==> src/rtl/cpu_pkg.sv <==
// cpu_pkg: definitions shared by the CPU front end.
//   IMEM_AW / INSTR_W : instruction-memory address width and instruction width
//   INSTR_NOP         : encoding of the no-op instruction word
//   opcode_t          : 4-bit opcode held in instruction bits [31:28]
//   fetch_entry_t     : {pc, instr} record passed from fetch to decode
package cpu_pkg;

    localparam int unsigned IMEM_AW = 8;
    localparam int unsigned INSTR_W = 32;

    localparam logic [INSTR_W-1:0] INSTR_NOP = '0;

    typedef enum logic [3:0] {
        OP_NOP  = 4'h0,
        OP_ST   = 4'h3,
        OP_ADD  = 4'h4,
        OP_INC  = 4'h5,
        OP_NEG  = 4'h6,
        OP_SUB  = 4'h7,
        OP_J    = 4'h8,
        OP_BRZ  = 4'h9,
        OP_JM   = 4'hA,
        OP_BRN  = 4'hB,
        OP_LD   = 4'hE,
        OP_LDPC = 4'hF
    } opcode_t;

    typedef struct packed {
        logic [IMEM_AW-1:0] pc;
        logic [INSTR_W-1:0] instr;
    } fetch_entry_t;

    function automatic opcode_t instr_opcode(input logic [INSTR_W-1:0] instr);
        return opcode_t'(instr[31:28]);
    endfunction

endpackage

==> src/rtl/fetch_skid_fifo.sv <==
// fetch_skid_fifo: 2-entry skid buffer of {pc, instr} between fetch and decode.
//   clk, rst_n         : clock, asynchronous active-low reset
//   flush              : discard all entries (wins over push/pop)
//   push, push_pc/instr: write one entry
//   pop                : remove head entry (ignored when empty)
//   count              : number of buffered entries (0..2)
//   head_valid/pc/instr: head entry, driven straight from flops
// The producer must never push into a full FIFO without popping.
module fetch_skid_fifo #(
    parameter int unsigned AW = 8,
    parameter int unsigned DW = 32
) (
    input  logic          clk,
    input  logic          rst_n,
    input  logic          flush,
    input  logic          push,
    input  logic [AW-1:0] push_pc,
    input  logic [DW-1:0] push_instr,
    input  logic          pop,
    output logic [1:0]    count,
    output logic          head_valid,
    output logic [AW-1:0] head_pc,
    output logic [DW-1:0] head_instr
);

    logic [1:0]    count_q, count_d;
    logic [AW-1:0] head_pc_q, head_pc_d, tail_pc_q, tail_pc_d;
    logic [DW-1:0] head_instr_q, head_instr_d, tail_instr_q, tail_instr_d;

    // Head is a dedicated register so the outputs never pass through a mux
    // from the write data; the tail slot shifts forward on pop.
    always_comb begin
        count_d      = count_q;
        head_pc_d    = head_pc_q;
        head_instr_d = head_instr_q;
        tail_pc_d    = tail_pc_q;
        tail_instr_d = tail_instr_q;
        if (flush) begin
            count_d = '0;
        end else begin
            unique case (count_q)
                2'd0: begin
                    if (push) begin
                        head_pc_d    = push_pc;
                        head_instr_d = push_instr;
                        count_d      = 2'd1;
                    end
                end
                2'd1: begin
                    if (push && pop) begin
                        head_pc_d    = push_pc;
                        head_instr_d = push_instr;
                    end else if (push) begin
                        tail_pc_d    = push_pc;
                        tail_instr_d = push_instr;
                        count_d      = 2'd2;
                    end else if (pop) begin
                        count_d = 2'd0;
                    end
                end
                2'd2: begin
                    if (pop) begin
                        head_pc_d    = tail_pc_q;
                        head_instr_d = tail_instr_q;
                        if (push) begin
                            tail_pc_d    = push_pc;
                            tail_instr_d = push_instr;
                        end else begin
                            count_d = 2'd1;
                        end
                    end
                end
                default: count_d = '0;
            endcase
        end
    end

    always_ff @(posedge clk or negedge rst_n) begin
        if (!rst_n) begin
            count_q      <= '0;
            head_pc_q    <= '0;
            head_instr_q <= '0;
            tail_pc_q    <= '0;
            tail_instr_q <= '0;
        end else begin
            count_q      <= count_d;
            head_pc_q    <= head_pc_d;
            head_instr_q <= head_instr_d;
            tail_pc_q    <= tail_pc_d;
            tail_instr_q <= tail_instr_d;
        end
    end

    assign count      = count_q;
    assign head_valid = (count_q != 2'd0);
    assign head_pc    = head_pc_q;
    assign head_instr = head_instr_q;

endmodule

==> src/rtl/instr_fetch_unit.sv <==
// instr_fetch_unit: instruction fetch front end. Owns the PC, drives the
// instruction memory (1-cycle registered read), buffers returning words in a
// 2-entry skid FIFO and presents them to decode over valid/ready.
//   clk, rst_n             : clock, asynchronous active-low reset
//   imem_addr / imem_data  : instruction memory address out, read data in
//   redirect_valid/_target : taken branch/jump from execute (highest priority)
//   if_valid/if_ready      : handshake to decode
//   if_instr / if_pc       : delivered instruction and its address
// Build option: define IFETCH_NOP_SQUASH_EN to drop all-zero (NOP) words at
// capture instead of delivering them.
module instr_fetch_unit #(
    parameter int unsigned ADDR_W   = 8,
    parameter int unsigned INSTR_W  = 32,
    parameter int unsigned RESET_PC = 0
) (
    input  logic               clk,
    input  logic               rst_n,
    output logic [ADDR_W-1:0]  imem_addr,
    input  logic [INSTR_W-1:0] imem_data,
    input  logic               redirect_valid,
    input  logic [ADDR_W-1:0]  redirect_target,
    output logic               if_valid,
    input  logic               if_ready,
    output logic [INSTR_W-1:0] if_instr,
    output logic [ADDR_W-1:0]  if_pc
);

    import cpu_pkg::*;

    logic [ADDR_W-1:0] pc_q, pc_d;
    logic [ADDR_W-1:0] inflight_pc_q, inflight_pc_d;
    logic              inflight_q, inflight_d;

    logic       pop;
    logic       capture_keep;
    logic       push;
    logic       issue;
    logic [1:0] fifo_count;
    logic [2:0] occupancy;

    assign pop = if_valid & if_ready;

`ifdef IFETCH_NOP_SQUASH_EN
    assign capture_keep = inflight_q & (imem_data != INSTR_W'(INSTR_NOP));
`else
    assign capture_keep = inflight_q;
`endif

    // Returning words are discarded on redirect (the FIFO flushes as well).
    assign push = capture_keep & ~redirect_valid;

    // Entries the FIFO will hold after this edge; a new issue lands one cycle
    // later, so it is allowed only while that stays below two. A squashed NOP
    // does not count, which releases its slot immediately.
    assign occupancy = 3'(fifo_count) + 3'(capture_keep) - 3'(pop);
    assign issue     = (occupancy < 3'd2);

    always_comb begin
        pc_d          = pc_q;
        inflight_pc_d = inflight_pc_q;
        inflight_d    = 1'b0;
        imem_addr     = pc_q;
        if (redirect_valid) begin
            imem_addr     = redirect_target;
            pc_d          = redirect_target + ADDR_W'(1);
            inflight_pc_d = redirect_target;
            inflight_d    = 1'b1;
        end else if (issue) begin
            pc_d          = pc_q + ADDR_W'(1);
            inflight_pc_d = pc_q;
            inflight_d    = 1'b1;
        end
    end

    always_ff @(posedge clk or negedge rst_n) begin
        if (!rst_n) begin
            pc_q          <= ADDR_W'(RESET_PC);
            inflight_pc_q <= '0;
            inflight_q    <= 1'b0;
        end else begin
            pc_q          <= pc_d;
            inflight_pc_q <= inflight_pc_d;
            inflight_q    <= inflight_d;
        end
    end

    fetch_skid_fifo #(
        .AW(ADDR_W),
        .DW(INSTR_W)
    ) u_fifo (
        .clk        (clk),
        .rst_n      (rst_n),
        .flush      (redirect_valid),
        .push       (push),
        .push_pc    (inflight_pc_q),
        .push_instr (imem_data),
        .pop        (pop),
        .count      (fifo_count),
        .head_valid (if_valid),
        .head_pc    (if_pc),
        .head_instr (if_instr)
    );

endmodule

==> config.mk <==
export PLATFORM = sky130hd
export DESIGN_NAME = instr_fetch_unit
export DESIGN_NICKNAME = d
export VERILOG_FILES = /design/src/rtl/cpu_pkg.sv /design/src/rtl/fetch_skid_fifo.sv /design/src/rtl/instr_fetch_unit.sv
export SDC_FILE = /design/constraint.sdc
export NUM_CORES = 1
export LEC_CHECK = 0
export BUFFER_PORTS_ARGS = -buffer_cell sky130_fd_sc_hd__buf_2
export CAP_MARGIN = 40
export CORE_ASPECT_RATIO = 1.75
export CORE_MARGIN = 3
export CORE_UTILIZATION = 44
export CTS_CLUSTER_SIZE = 20
export DETAILED_ROUTE_END_ITERATION = 10
export PLACE_DENSITY = 0.67
export SYNTH_ARGS = -nofsm -noshare
export SYNTH_HDL_FRONTEND = slang
export SYNTH_SLANG_ARGS = --single-unit
==> constraint.sdc <==
create_clock -name clk -period 2.2 [get_ports clk]
set_clock_uncertainty 0.15 [all_clocks]
set_input_delay 0.44 -clock clk [delete_from_list [all_inputs] [get_ports clk]]
set_output_delay 0.44 -clock clk [all_outputs]
set_load 0.03 [all_outputs]
==> impl_metrics.toml <==
[detailed_routing]
drtPass1Iterations = 4
drt_iter0_drc = 99
ant_nets = 0
drc = 0
viasPerCell = 5.15
wl_per_cell_um = 15.9
wl_um = 8920
num_vias = 2892

[synthesis]
ys_seq_elements = 99
synthCells = 326
synth_top_area_share_pct = 54.1
yosysWarnings = 0
async_flop_share_pct = 100
ys_seq_area_share_pct = 54.1
yosysMostFrequentCell = "mux2_2"
syn_nets = 372
avgSynthCellArea_um2 = 14.1
synth_top_area_cell = "dfrtp_1"
synth_edf_count = 0
syn-cell-area_um2 = 4580
synth_common_cells = "mux2_2, dfrtp_1, nor2_1, mux2_4, nand2_1"
synthFlopType = "dfrtp_1"
ys_types = 37
synth.area.top_cells = "dfrtp_1, mux2_2, mux2_4, buf_6, nor2_1"

[worst_setup_path]
worstSetupStartpointType = "flip-flop"
worstPathRequired_ps = 2270
cp-end-kind = "flip-flop"
path_class = "reg -> reg"
r2r_start = "u_fifo.count[0]"
crit_fanout = 3
worstPathArrival_ps = 2220
ff2ff_setup_slack_ps = 50
worst_r2r_path_depth = 6
r2r_end = "inflight_pc_q[1]"

[floorplanning]
io_pins = 93
dieHeight_um = 141
start_util_pct = 45.7
rows = 48
fp.coreArea_um2 = 10000
die_w_um = 83.1
die_area_um2 = 11700

[finish]
stdcell_count = 562
utilization_pct = 55.4
n_antenna_cell = 0
nFillCells = 876
seqCellArea_um2 = 2480
drive_gt1_share_pct = 58.8
num-nets-final = 478
area_delta_synth_final_pct = 21.2
multiInputGateArea_um2 = 1950

[placed_design]
port_buffers = 92
place_congestion = 0.805
dp_cells = 545
post-dp-hpwl_um = 6490

[sta]
drv_slew = 0
clock.fmax_ghz = 0.466
rsz0062_at_grt = "no"
hold_viol = 0
setup_viol = 0
slew_headroom_pct = 69.6
whs_ps = 184
tightest_slew_ps = 456
finalCritPeriodShare_pct = 97.5
post-route-min-period_ps = 2150

[worst_hold_path]
hold_class = "in -> reg"
whs_path_depth = 2
hold-path-endpoint = "u_fifo.tail_instr_q[5]"
hp-start = "imem_data[5]"

[cts]
clk_pin_slew_ps = 70
numClockSinks = 99
cts_tree = "built"
clock_latency_ps = 330
cts_buffer_depth = 2
clockRootBuffer = "clkbuf_16"
cts_made_buffers = 9
ctsHtreeMaxLevel = 3
cts_setup_buffers = 0

[power_and_ir_drop]
pwr-share-comb_pct = 42.3
power_mw = 8.03
ir_drop_mv = 0.785
switching_share_pct = 36.8
p_clk_share_pct = 17.9
sequentialPowerShare_pct = 39.8
power_density_nw_per_um2 = 1450
power.internal_mw = 5.08
switchingPower_mw = 2.95
p_leak_nw = 2.52

[global_routing]
grt_start_max_net_pins = 50
grt_pass1_wl_um = 14700
grt-ovfl-total = 0
grtUsageTotal_pct = 15.5
antenna_found_initial = 0
grt_pass1_vias = 3125

[run_status]
status = "completed"

[flow_run]
max_cap_viol_count = 0
[timing repair]
action	4_1_cts	5_1_grt
hold endpoints to repair	32	0
hold buffers	1	0
gates resized for setup	0	1
endpoints found under the setup margin	0	4
[power by group through the flow]
stage               clock [mW]  sequential (mW)  combinational, mW
floorplan                    0             3.90               1.79
global placement             0             3.18               3.37
detailed placement           0             3.24               3.44
CTS                       1.49             3.20               3.45
global route              1.55             3.31               3.65
finish                    1.44             3.20               3.40
[critical path, stage by stage, from the launching register on]
cell and delay, ps:
dfrtp_1 400, nand3b_1 240, a21boi_2 190, fa_1 400, o21ba_2 260, inv_4 70
mux2_2 320
[cells in the final DEF, fill, tap and decap left out, types with 2 or more instances in the layout]
| master | n |
|---|---|
| mux2_2 | 114 |
| dfrtp_1 | 99 |
| buf_2 | 91 |
| nor2_1 | 17 |
| buf_4 | 16 |
| nand2_1 | 10 |
| mux2_4 | 10 |
| clkbuf_16 | 9 |
| a21oi_1 | 8 |
| o21ai_0 | 6 |
| xnor2_1 | 5 |
| inv_1 | 4 |
| nand3b_1 | 4 |
| buf_12 | 4 |
| mux2i_1 | 3 |
| nand3_1 | 3 |
| nand2b_1 | 2 |
| mux2_1 | 2 |
| clkinv_2 | 2 |
| clkbuf_1 | 2 |
[cell families after synthesis]
group | count (synthesis) | synth area share, %
AOI/OAI and AO/OA | 24 | 3.44
DFF | 99 | 54.1
and+or+nand+nor | 43 | 4.59
buffers and inverters | 23 | 3.60
xor gates and xnor gates | 6 | 1.15
adders and majority gates | 2 | 0.710
muxes | 129 | 32.4
[stage by stage]
| step | cell area, µm² | setup TNS, ps | setup slack [ps] |
|---|---|---|---|
| global route | 5550 | 0 | 5.88 |
| detailed placement | 5270 | -734 | -96.6 |
| floorplan | 4590 | -27.0 | -27.0 |
| CTS | 5550 | 0 | 45.4 |
| finish | 5550 | 0 | 54.3 |
| global placement | 5270 | -64.7 | -42.8 |
[sequential cells by signal, indices dropped and copies added, names as in the netlist]
signal               flops
u_fifo.count             2
capture_keep             1
u_fifo.tail_pc_q         8
u_fifo.head_pc           8
pc_q                     8
inflight_pc_q            8
u_fifo.head_instr       32
u_fifo.tail_instr_q     32
[routing by layer]
metal  up-vias  routed length [µm]  GRT usage (%)  part of all wire, %
met5         -                   0              0                    0
met4         0                  87           5.17                 0.98
met3         6                 383           3.74                  4.3
met2        68                5030           29.8                   56
met1      1465                3410           16.4                   38
li1       1353                   -              -                    -
[worst max-delay path by stage]
| stage | from | endpoint | slack (ps) | cells after the start |
|---|---|---|---|---|
| after floorplan | u_fifo.count[0] | inflight_pc_q[1] | -30 | 8 |
| after global placement | if_ready | inflight_pc_q[1] | -40 | 8 |
| after detailed placement | if_ready | inflight_pc_q[1] | -100 | 8 |
| after CTS | u_fifo.count[0] | inflight_pc_q[1] | 50 | 6 |
| after global routing | u_fifo.count[0] | inflight_pc_q[1] | 6 | 6 |
| final | u_fifo.count[0] | inflight_pc_q[1] | 50 | 6 |
[final cells by class]
type	instances	share of cell area, %
clock buffer	12	4.44
clock inverter	4	0.473
inverter	5	0.383
multi-input combinational	204	35.1
sequential	99	44.6
tap	125	2.82
timing repair buffer	113	12.2
No activity file was read; power rests on OpenSTA's default activity.
